[config.mk]
export PLATFORM = sky130hd
export DESIGN_NAME = hazard_ctrl
export DESIGN_NICKNAME = d
export VERILOG_FILES = /design/src/rtl/cpu_pipe_pkg.sv /design/src/rtl/hazard_perf_counter.sv /design/src/rtl/hazard_ctrl.sv
export SDC_FILE = /design/constraint.sdc
export NUM_CORES = 1
export LEC_CHECK = 0
export ABC_AREA = 1
export BUFFER_PORTS_ARGS = -buffer_cell sky130_fd_sc_hd__buf_2
export CORE_AREA = 10 10 47 49
export DETAILED_ROUTE_END_ITERATION = 7
export DIE_AREA = 0 0 57 59
export PLACE_DENSITY = 0.76
export SLEW_MARGIN = 20
export SYNTH_ARGS = -nofsm -noshare
export SYNTH_HDL_FRONTEND = slang
export SYNTH_SLANG_ARGS = --single-unit
[constraint.sdc]
create_clock -name clk -period 1.1 [get_ports clk]
set_clock_uncertainty 0.15 [all_clocks]
set_input_delay 0 -clock clk [delete_from_list [all_inputs] [get_ports clk]]
set_output_delay 0 -clock clk [all_outputs]
set_load 0.02 [all_outputs]
[src/rtl/cpu_pipe_pkg.sv]
// Shared pipeline definitions: hazard FSM state encoding and register-file constants.
package cpu_pipe_pkg;

    typedef enum logic {
        RUN     = 1'b0,
        LU_HOLD = 1'b1
    } hazard_state_t;

    localparam int REG_AW_DEF = 5;
    localparam logic [REG_AW_DEF-1:0] REG_ZERO = '0;

endpackage

[src/rtl/hazard_perf_counter.sv]
// Saturating event counter with enable; stops at all-ones until reset.
module hazard_perf_counter #(
    parameter int W = 32
) (
    input  logic         i_clk,
    input  logic         i_reset,
    input  logic         i_en,
    output logic [W-1:0] o_count
);

    logic [W-1:0] r_count;

    always_ff @(posedge i_clk) begin
        if (!i_reset) begin
            r_count <= '0;
        end else if (i_en && (r_count != '1)) begin
            r_count <= r_count + 1'b1;
        end
    end

    assign o_count = r_count;

endmodule

[src/rtl/hazard_ctrl.sv]
// Load-use stall / branch-jump squash controller for the 5-stage pipeline.
// Optional saturating perf counters enabled by defining HAZARD_PERF_CNT_EN.
module hazard_ctrl
    import cpu_pipe_pkg::*;
#(
    parameter int REG_AW     = REG_AW_DEF,
`ifdef HAZARD_PERF_CNT_EN
    parameter int CNT_W      = 32,
`endif
    parameter int LU_BUBBLES = 1
) (
    input  logic              clk,
    input  logic              reset,
    input  logic [REG_AW-1:0] id_rs_addr,
    input  logic [REG_AW-1:0] id_rt_addr,
    input  logic              id_uses_rs,
    input  logic              id_uses_rt,
    input  logic              id_jump,
    input  logic              ex_MemRead,
    input  logic [REG_AW-1:0] ex_write_addr,
    input  logic              ex_branch_taken,
    output logic              pc_stall,
    output logic              if_id_stall,
    output logic              if_id_flush,
    output logic              id_ex_flush
`ifdef HAZARD_PERF_CNT_EN
   ,output logic [CNT_W-1:0]  stall_cycles,
    output logic [CNT_W-1:0]  flush_events
`endif
);

    hazard_state_t r_state, w_next_state;
    logic [3:0]    r_bub_cnt, w_next_cnt;
    logic          w_lu_hit;

    assign w_lu_hit = ex_MemRead && (ex_write_addr != REG_AW'(REG_ZERO)) &&
                      ((id_uses_rs && (id_rs_addr == ex_write_addr)) ||
                       (id_uses_rt && (id_rt_addr == ex_write_addr)));

    // lu_hit is ignored in LU_HOLD: the load has already left EX
    always_comb begin
        pc_stall     = 1'b0;
        if_id_stall  = 1'b0;
        if_id_flush  = 1'b0;
        id_ex_flush  = 1'b0;
        w_next_state = r_state;
        w_next_cnt   = r_bub_cnt;
        if (ex_branch_taken) begin
            if_id_flush  = 1'b1;
            id_ex_flush  = 1'b1;
            w_next_state = RUN;
            w_next_cnt   = '0;
        end else if (r_state == LU_HOLD) begin
            pc_stall    = 1'b1;
            if_id_stall = 1'b1;
            id_ex_flush = 1'b1;
            w_next_cnt  = r_bub_cnt - 4'd1;
            if (r_bub_cnt == 4'd1) begin
                w_next_state = RUN;
            end
        end else if (w_lu_hit) begin
            pc_stall    = 1'b1;
            if_id_stall = 1'b1;
            id_ex_flush = 1'b1;
            if (LU_BUBBLES > 1) begin
                w_next_state = LU_HOLD;
                w_next_cnt   = 4'(LU_BUBBLES - 1);
            end
        end else if (id_jump) begin
            if_id_flush = 1'b1;
        end
    end

    always_ff @(posedge clk) begin
        if (!reset) begin
            r_state   <= RUN;
            r_bub_cnt <= '0;
        end else begin
            r_state   <= w_next_state;
            r_bub_cnt <= w_next_cnt;
        end
    end

`ifdef HAZARD_PERF_CNT_EN
    hazard_perf_counter #(.W(CNT_W)) u_stall_cnt (
        .i_clk   (clk),
        .i_reset (reset),
        .i_en    (pc_stall),
        .o_count (stall_cycles)
    );

    hazard_perf_counter #(.W(CNT_W)) u_flush_cnt (
        .i_clk   (clk),
        .i_reset (reset),
        .i_en    (if_id_flush),
        .o_count (flush_events)
    );
`endif

endmodule

==> impl_metrics.toml, run 1 <==
[global_routing]
overflow = 0
grt_usage_pct = 7.95
grtUsageMet1_pct = 9.41
grt_max_degree = 6
grt.busiest_layer = "met2"
grt_pass1_vias = 565
grt_pass1_wl_microns = 2260
grtUsageMet2_pct = 12.9
antenna_found_initial = 0
met3_usage_pct = 2.79

[power]
power_density_nw_per_um2 = 707
leakagePower_nw = 0.439
power_uw = 540
peakVddDrop_mv = 0.435

[drt]
vias_per_cell = 4.44
routed_wl_microns = 1330
vias = 622
ant_nets = 0
post_drt_wl_per_cell_microns = 9.53
drt-pass1-iter-count = 4
drtIter0Drc = 6
drc = 0

[clock_network]
numCtsBuffers = 3
root_buffer = "clkbuf_4"
numClockSinks = 5
htree_levels = 1
clkLatencyLatePin_ns = 0.24
clk_path_buf_depth = 2
clkTransAtPathRegs_ns = 0.04
cts_tree = "built"

[logic_synthesis]
syn_avg_cell_area_sq_um = 5.33
synth_top_area_cell = "nand2_1"
ys_seq_elements = 5
async_reset_ff_share_pct = 0
synth_top_area_share_pct = 25.3
ys.flop_type = "dfxtp_1"
ys_warn_count = 0
syn_nets = 116
synth.area.top_cells = "nand2_1 (25%), dfxtp_1 (20%), inv_1 (11%)"
synth_edf_count = 0
synthCells = 92
synth_most_common_cell = "nand2_1"
seq_area_frac_synth_pct = 20.4
yosys-top-cells-count = "nand2_1 (33), inv_1 (15), nor2_1 (15)"
netlist_area_sq_um = 490
synth.distinct_cells = 18

[floorplanning]
row_count = 14
die_area_sq_um = 3360
die_y_microns = 59
start_util_pct = 35.0
die_x_microns = 57
coreArea_sq_um = 1400
io_pins = 26

[outcome]
outcome = "complete, no violations"

[timing]
setup_viol = 0
period_share_pct = 99.5
slew_violations = 0
finalHoldViolCount = 0
worst_pin_slew_ns = 0.132
min_period_ns = 1.09
relSlewSlack_pct = 91.1
rsz0062_at_grt = "true"
whs_ns = 0.00777
max_freq_ghz = 0.914

[place]
gp_congestion = 0.809
placed_area_sq_um = 659
io_buffer_count = 25
place_hpwl_microns = 1130

[layout]
fill_cells = 150
area_growth_pct = 55.6
design_area_sq_um = 763
drive_gt1_share_pct = 40.3
nets = 149
regArea_sq_um = 104
fin_util_pct = 54.5
multi_input_area_sq_um = 339
antenna-diode-count = 0

[setup_path]
crit_arrival_ns = 0.94
critPathKind = "flip-flop to output pin"
crit_required_ns = 0.95
crit_fanout = 5
crit_path_end_kind = "output pin"
startpoint_type = "flip-flop"

[hold_path]
hp-class = "input pin to flip-flop"

[run]
maxCapViolCount = 0
-- power by group --
group	switching [mW]	internal (mW)
clock network	0.0751	0.137
logic	0.0758	0.0700
registers	0	0.182
total	0.151	0.389
-- metal layers --
layer	wire length, microns	share of wire (%)
met1	599	45
met2	640	48
met3	86	6.4
met4	7	0.52
met5	0	0
-- logic make-up (layout without fill, tap and decap cells) --
kind of cell / count (synthesis) / count (layout) / synth area share [%]
XOR/XNOR: 1 / 1 / 1.79
buffers and inverters: 22 / 54 / 17.6
adder cells (fa/ha/maj): 2 / 2 / 5.10
AND/OR/NAND/NOR: 57 / 57 / 48.7
flip-flops: 5 / 5 / 20.4
AO/OA/AOI/OAI: 5 / 5 / 6.38
-- critical path, cell delays in order, from the launching register on --
cell	delay (ns)
dfxtp_2	0.35
inv_4	0.06
a21oi_4	0.16
buf_6	0.14
-- cell type report --
cell class,instances,area share [%]
multi-input cells,65,44.4
repair buffers,29,24.9
flip-flops and latches,5,13.6
inverters,21,11.0
clock buffers,4,3.44
well taps,16,2.62
-- through the flow --
stage / worst slack [ns] / instances / TNS [ns]
finish: 0.00601 / 140 / 0
global route: -0.0384 / 140 / -0.0986
CTS: 0.00476 / 140 / 0
detailed placement: -0.00530 / 135 / -0.00530
global placement: 0.0123 / 135 / 0
floorplan: 0.000581 / 92 / 0
-- worst paths after layout --
| path | from | endpoint | slack, ns | cells after the start |
|---|---|---|---|---|
| worst max-delay path | r_state$_SDFF_PP0_ | pc_stall | 0.006 | 3 |
| worst min-delay path | ex_branch_taken | r_bub_cnt[1]$_SDFFE_PP0P_ | 0.008 | 4 |
| worst max register to register | r_bub_cnt[0]$_SDFFE_PP0P_ | r_bub_cnt[3]$_SDFFE_PP0P_ | 0.02 | 5 |
| worst min register to register | r_bub_cnt[3]$_SDFFE_PP0P_ | r_state$_SDFF_PP0_ | 0.33 | 2 |
-- placed cells by master (no fill, tap or decap), drive strengths merged --
| cell | instances |
|---|---|
| o21ai | 2 |
| a21oi | 2 |
| nand3 | 5 |
| buf | 28 |
| nand4 | 1 |
| dlygate4sd3 | 1 |
| xor2 | 1 |
| nor2 | 16 |
| nand2 | 34 |
| nor3 | 1 |
| a211oi | 1 |
| ha | 2 |
| inv | 21 |
| clkbuf | 4 |
| dfxtp | 5 |
-- repair_timing --
| item | CTS | global route |
|---|---|---|
| pin swaps | 3 | 8 |
| setup endpoints to repair | 4 | 8 |
| setup buffers | 0 | 0 |
| gates resized for setup | 12 | 10 |
| hold endpoints to repair | 4 | 0 |
| hold buffers | 1 | 0 |
-- flip-flops by register name, summed over array words and instances (netlist names) --
signal     count
r_bub_cnt      4
r_state        1
Power figures use the tool's default switching activity.
==> run 2: changes to the inputs <==
--- a/config.mk
+++ b/config.mk
@@ -7,10 +7,14 @@
 export LEC_CHECK = 0
 export ABC_AREA = 1
 export BUFFER_PORTS_ARGS = -buffer_cell sky130_fd_sc_hd__buf_2
-export CORE_AREA = 10 10 47 49
+export CELL_PAD_IN_SITES_DETAIL_PLACEMENT = 0
+export CELL_PAD_IN_SITES_GLOBAL_PLACEMENT = 2
+export CORE_ASPECT_RATIO = 1.1
+export CORE_MARGIN = 10
+export CORE_UTILIZATION = 17
 export DETAILED_ROUTE_END_ITERATION = 7
-export DIE_AREA = 0 0 57 59
-export PLACE_DENSITY = 0.76
+export GPL_TIMING_DRIVEN = 0
+export PLACE_DENSITY = 0.77
 export SLEW_MARGIN = 20
 export SYNTH_ARGS = -nofsm -noshare
 export SYNTH_HDL_FRONTEND = slang
==> run 2 against run 1 <==
The flow now finishes with violations (setup timing). Via count down 3.2%. Combinational power barely moved. Flip-flop and latch count unchanged. Maximum frequency down 4.2%. Worst setup slack lost 0.048 ns. Final cell count up 12%. Highest routed layer is now met3. Critical path type unchanged. Clock-buffer cell count stayed put.
==> impl_metrics.toml, run 2 (synthesized netlist as in run 1, its figures left out) <==
[power]
peakVddDrop_mv = 0.342
power_switching_share_pct = 27.2
power_density_nw_per_um2 = 678
seqPwrFrac_pct = 34.2
p_int_uw = 382
p_sw_uw = 143
p_clk_share_pct = 38.5
leakagePower_nw = 0.435
comb_power_share_pct = 27.3

[floorplanning]
die_area_sq_um = 5440
io_pins = 26
die_y_microns = 76.3
start_util_pct = 17.7
coreArea_sq_um = 2780
row_count = 20
die_x_microns = 71.2

[drt]
drt-pass1-iter-count = 3
vias = 602
post_drt_wl_per_cell_microns = 9.13
drc = 0
routed_wl_microns = 1430
vias_per_cell = 3.83
ant_nets = 0
drtIter0Drc = 12

[place]
io_buffer_count = 25
dpl.cell_count = 150
pre_cts_ws_ns = -0.0779
gp_congestion = 0.704
place_hpwl_microns = 1270

[layout]
antenna-diode-count = 0
largest_reg_flops = 4
area_growth_pct = 57.7
reg_top3 = "r_bub_cnt x4, r_state x1"
mostFrequentLayoutCell = "nand2_1"
regMostFlops = "r_bub_cnt"
final_cell_count_no_fill = 157
fin_util_pct = 27.8
nets = 149
layout_common_cells = "nand2_1 (33), buf_2 (22), inv_1 (14), nor2_1 (14), inv_2 (6)"
fill_cells = 319
drive_gt1_share_pct = 38.7
multi_input_area_sq_um = 332
regArea_sq_um = 106

[hold_path]
hold_start = "ex_branch_taken"
hp-class = "input pin to flip-flop"

[global_routing]
grt_usage_pct = 5.15
overflow = 0
grt_pass1_vias = 560
grt_pass1_wl_microns = 2290
grt_max_degree = 6
antenna_found_initial = 0

[timing]
worst_pin_slew_ns = 0.194
finalHoldViolCount = 0
period_share_pct = 104
slew_violations = 0
setup_viol = 2
relSlewSlack_pct = 87.0
timing.setup.tns_ns = -0.0606
whs_ns = 0.0604
rsz0062_at_grt = "true"
max_freq_ghz = 0.875
min_period_ns = 1.14
layout_setup_ws_ns = -0.0423

[clock_network]
clkLatencyLatePin_ns = 0.23
numClockSinks = 5
numCtsBuffers = 3
root_buffer = "clkbuf_4"
htree_levels = 1
cts_tree = "built"
clkTransAtPathRegs_ns = 0.04
clk_path_buf_depth = 2

[run]
maxCapViolCount = 0

[setup_path]
crit_path_end_kind = "output pin"
startpoint_type = "flip-flop"
crit_required_ns = 0.95
crit_start = "r_state$_SDFF_PP0_"
r2r_start = "r_bub_cnt[0]$_SDFFE_PP0P_"
crit_arrival_ns = 0.99
critPathKind = "flip-flop to output pin"
crit_fanout = 5

[outcome]
violations = "setup timing"
outcome = "finished with violations"
==> run 2: cell type report <==
cell class	count	share of cell area (%)
sequential	5	13.8
buffer	1	1.46
multi-input combinational	65	42.9
timing repair buffer	28	22.3
clock buffer	4	3.40
tap	33	5.34
inverter	21	10.8
==> run 2: worst max-delay path, cell delays in order, from the launching register on <==
cell	delay [ns]
dfxtp_4	0.36
inv_6	0.05
a21oi_4	0.14
buf_6	0.11
buf_6	0.10
==> run 2: power by group through the flow <==
stage / clock network, mW / logic (mW) / registers (mW)
floorplan: 0 / 0.0679 / 0.185
global placement: 0 / 0.130 / 0.185
detailed placement: 0 / 0.132 / 0.185
CTS: 0.218 / 0.140 / 0.179
global route: 0.233 / 0.162 / 0.179
finish: 0.202 / 0.143 / 0.180
==> run 2: path summary, 6_finish.rpt <==
kind / end / slack [ns] / cells past startpoint
worst max-delay path: pc_stall / -0.04 / 4
worst min-delay path: r_bub_cnt[1]$_SDFFE_PP0P_ / 0.06 / 4
worst max register to register: r_bub_cnt[3]$_SDFFE_PP0P_ / 0.05 / 5
worst min register to register: r_state$_SDFF_PP0_ / 0.34 / 2
==> run 2: timing repair <==
action                     in CTS  in global routing
buffers inserted                2                  0
pin swaps                       2                  2
setup endpoints to repair       7                  8
hold endpoints to repair        4                  0
hold buffers                    1                  0
gates cloned                    0                  0
gates resized for setup        11                  7
==> run 2: stage by stage <==
step           area [sq um]  power, mW
6_report                773      0.524
5_1_grt                 773      0.574
4_1_cts                 744      0.536
3_5_place_dp            666      0.317
3_3_place_gp            666      0.315
2_1_floorplan           499      0.253
==> run 2: per-layer routing <==
layer	GRT usage, %	share of wire (%)	up-vias
met2	7.86	50	13
met1	5.71	42	253
met3	2.34	7.9	0
met4	2.91	0	0
met5	0	0	-
li1	-	-	336
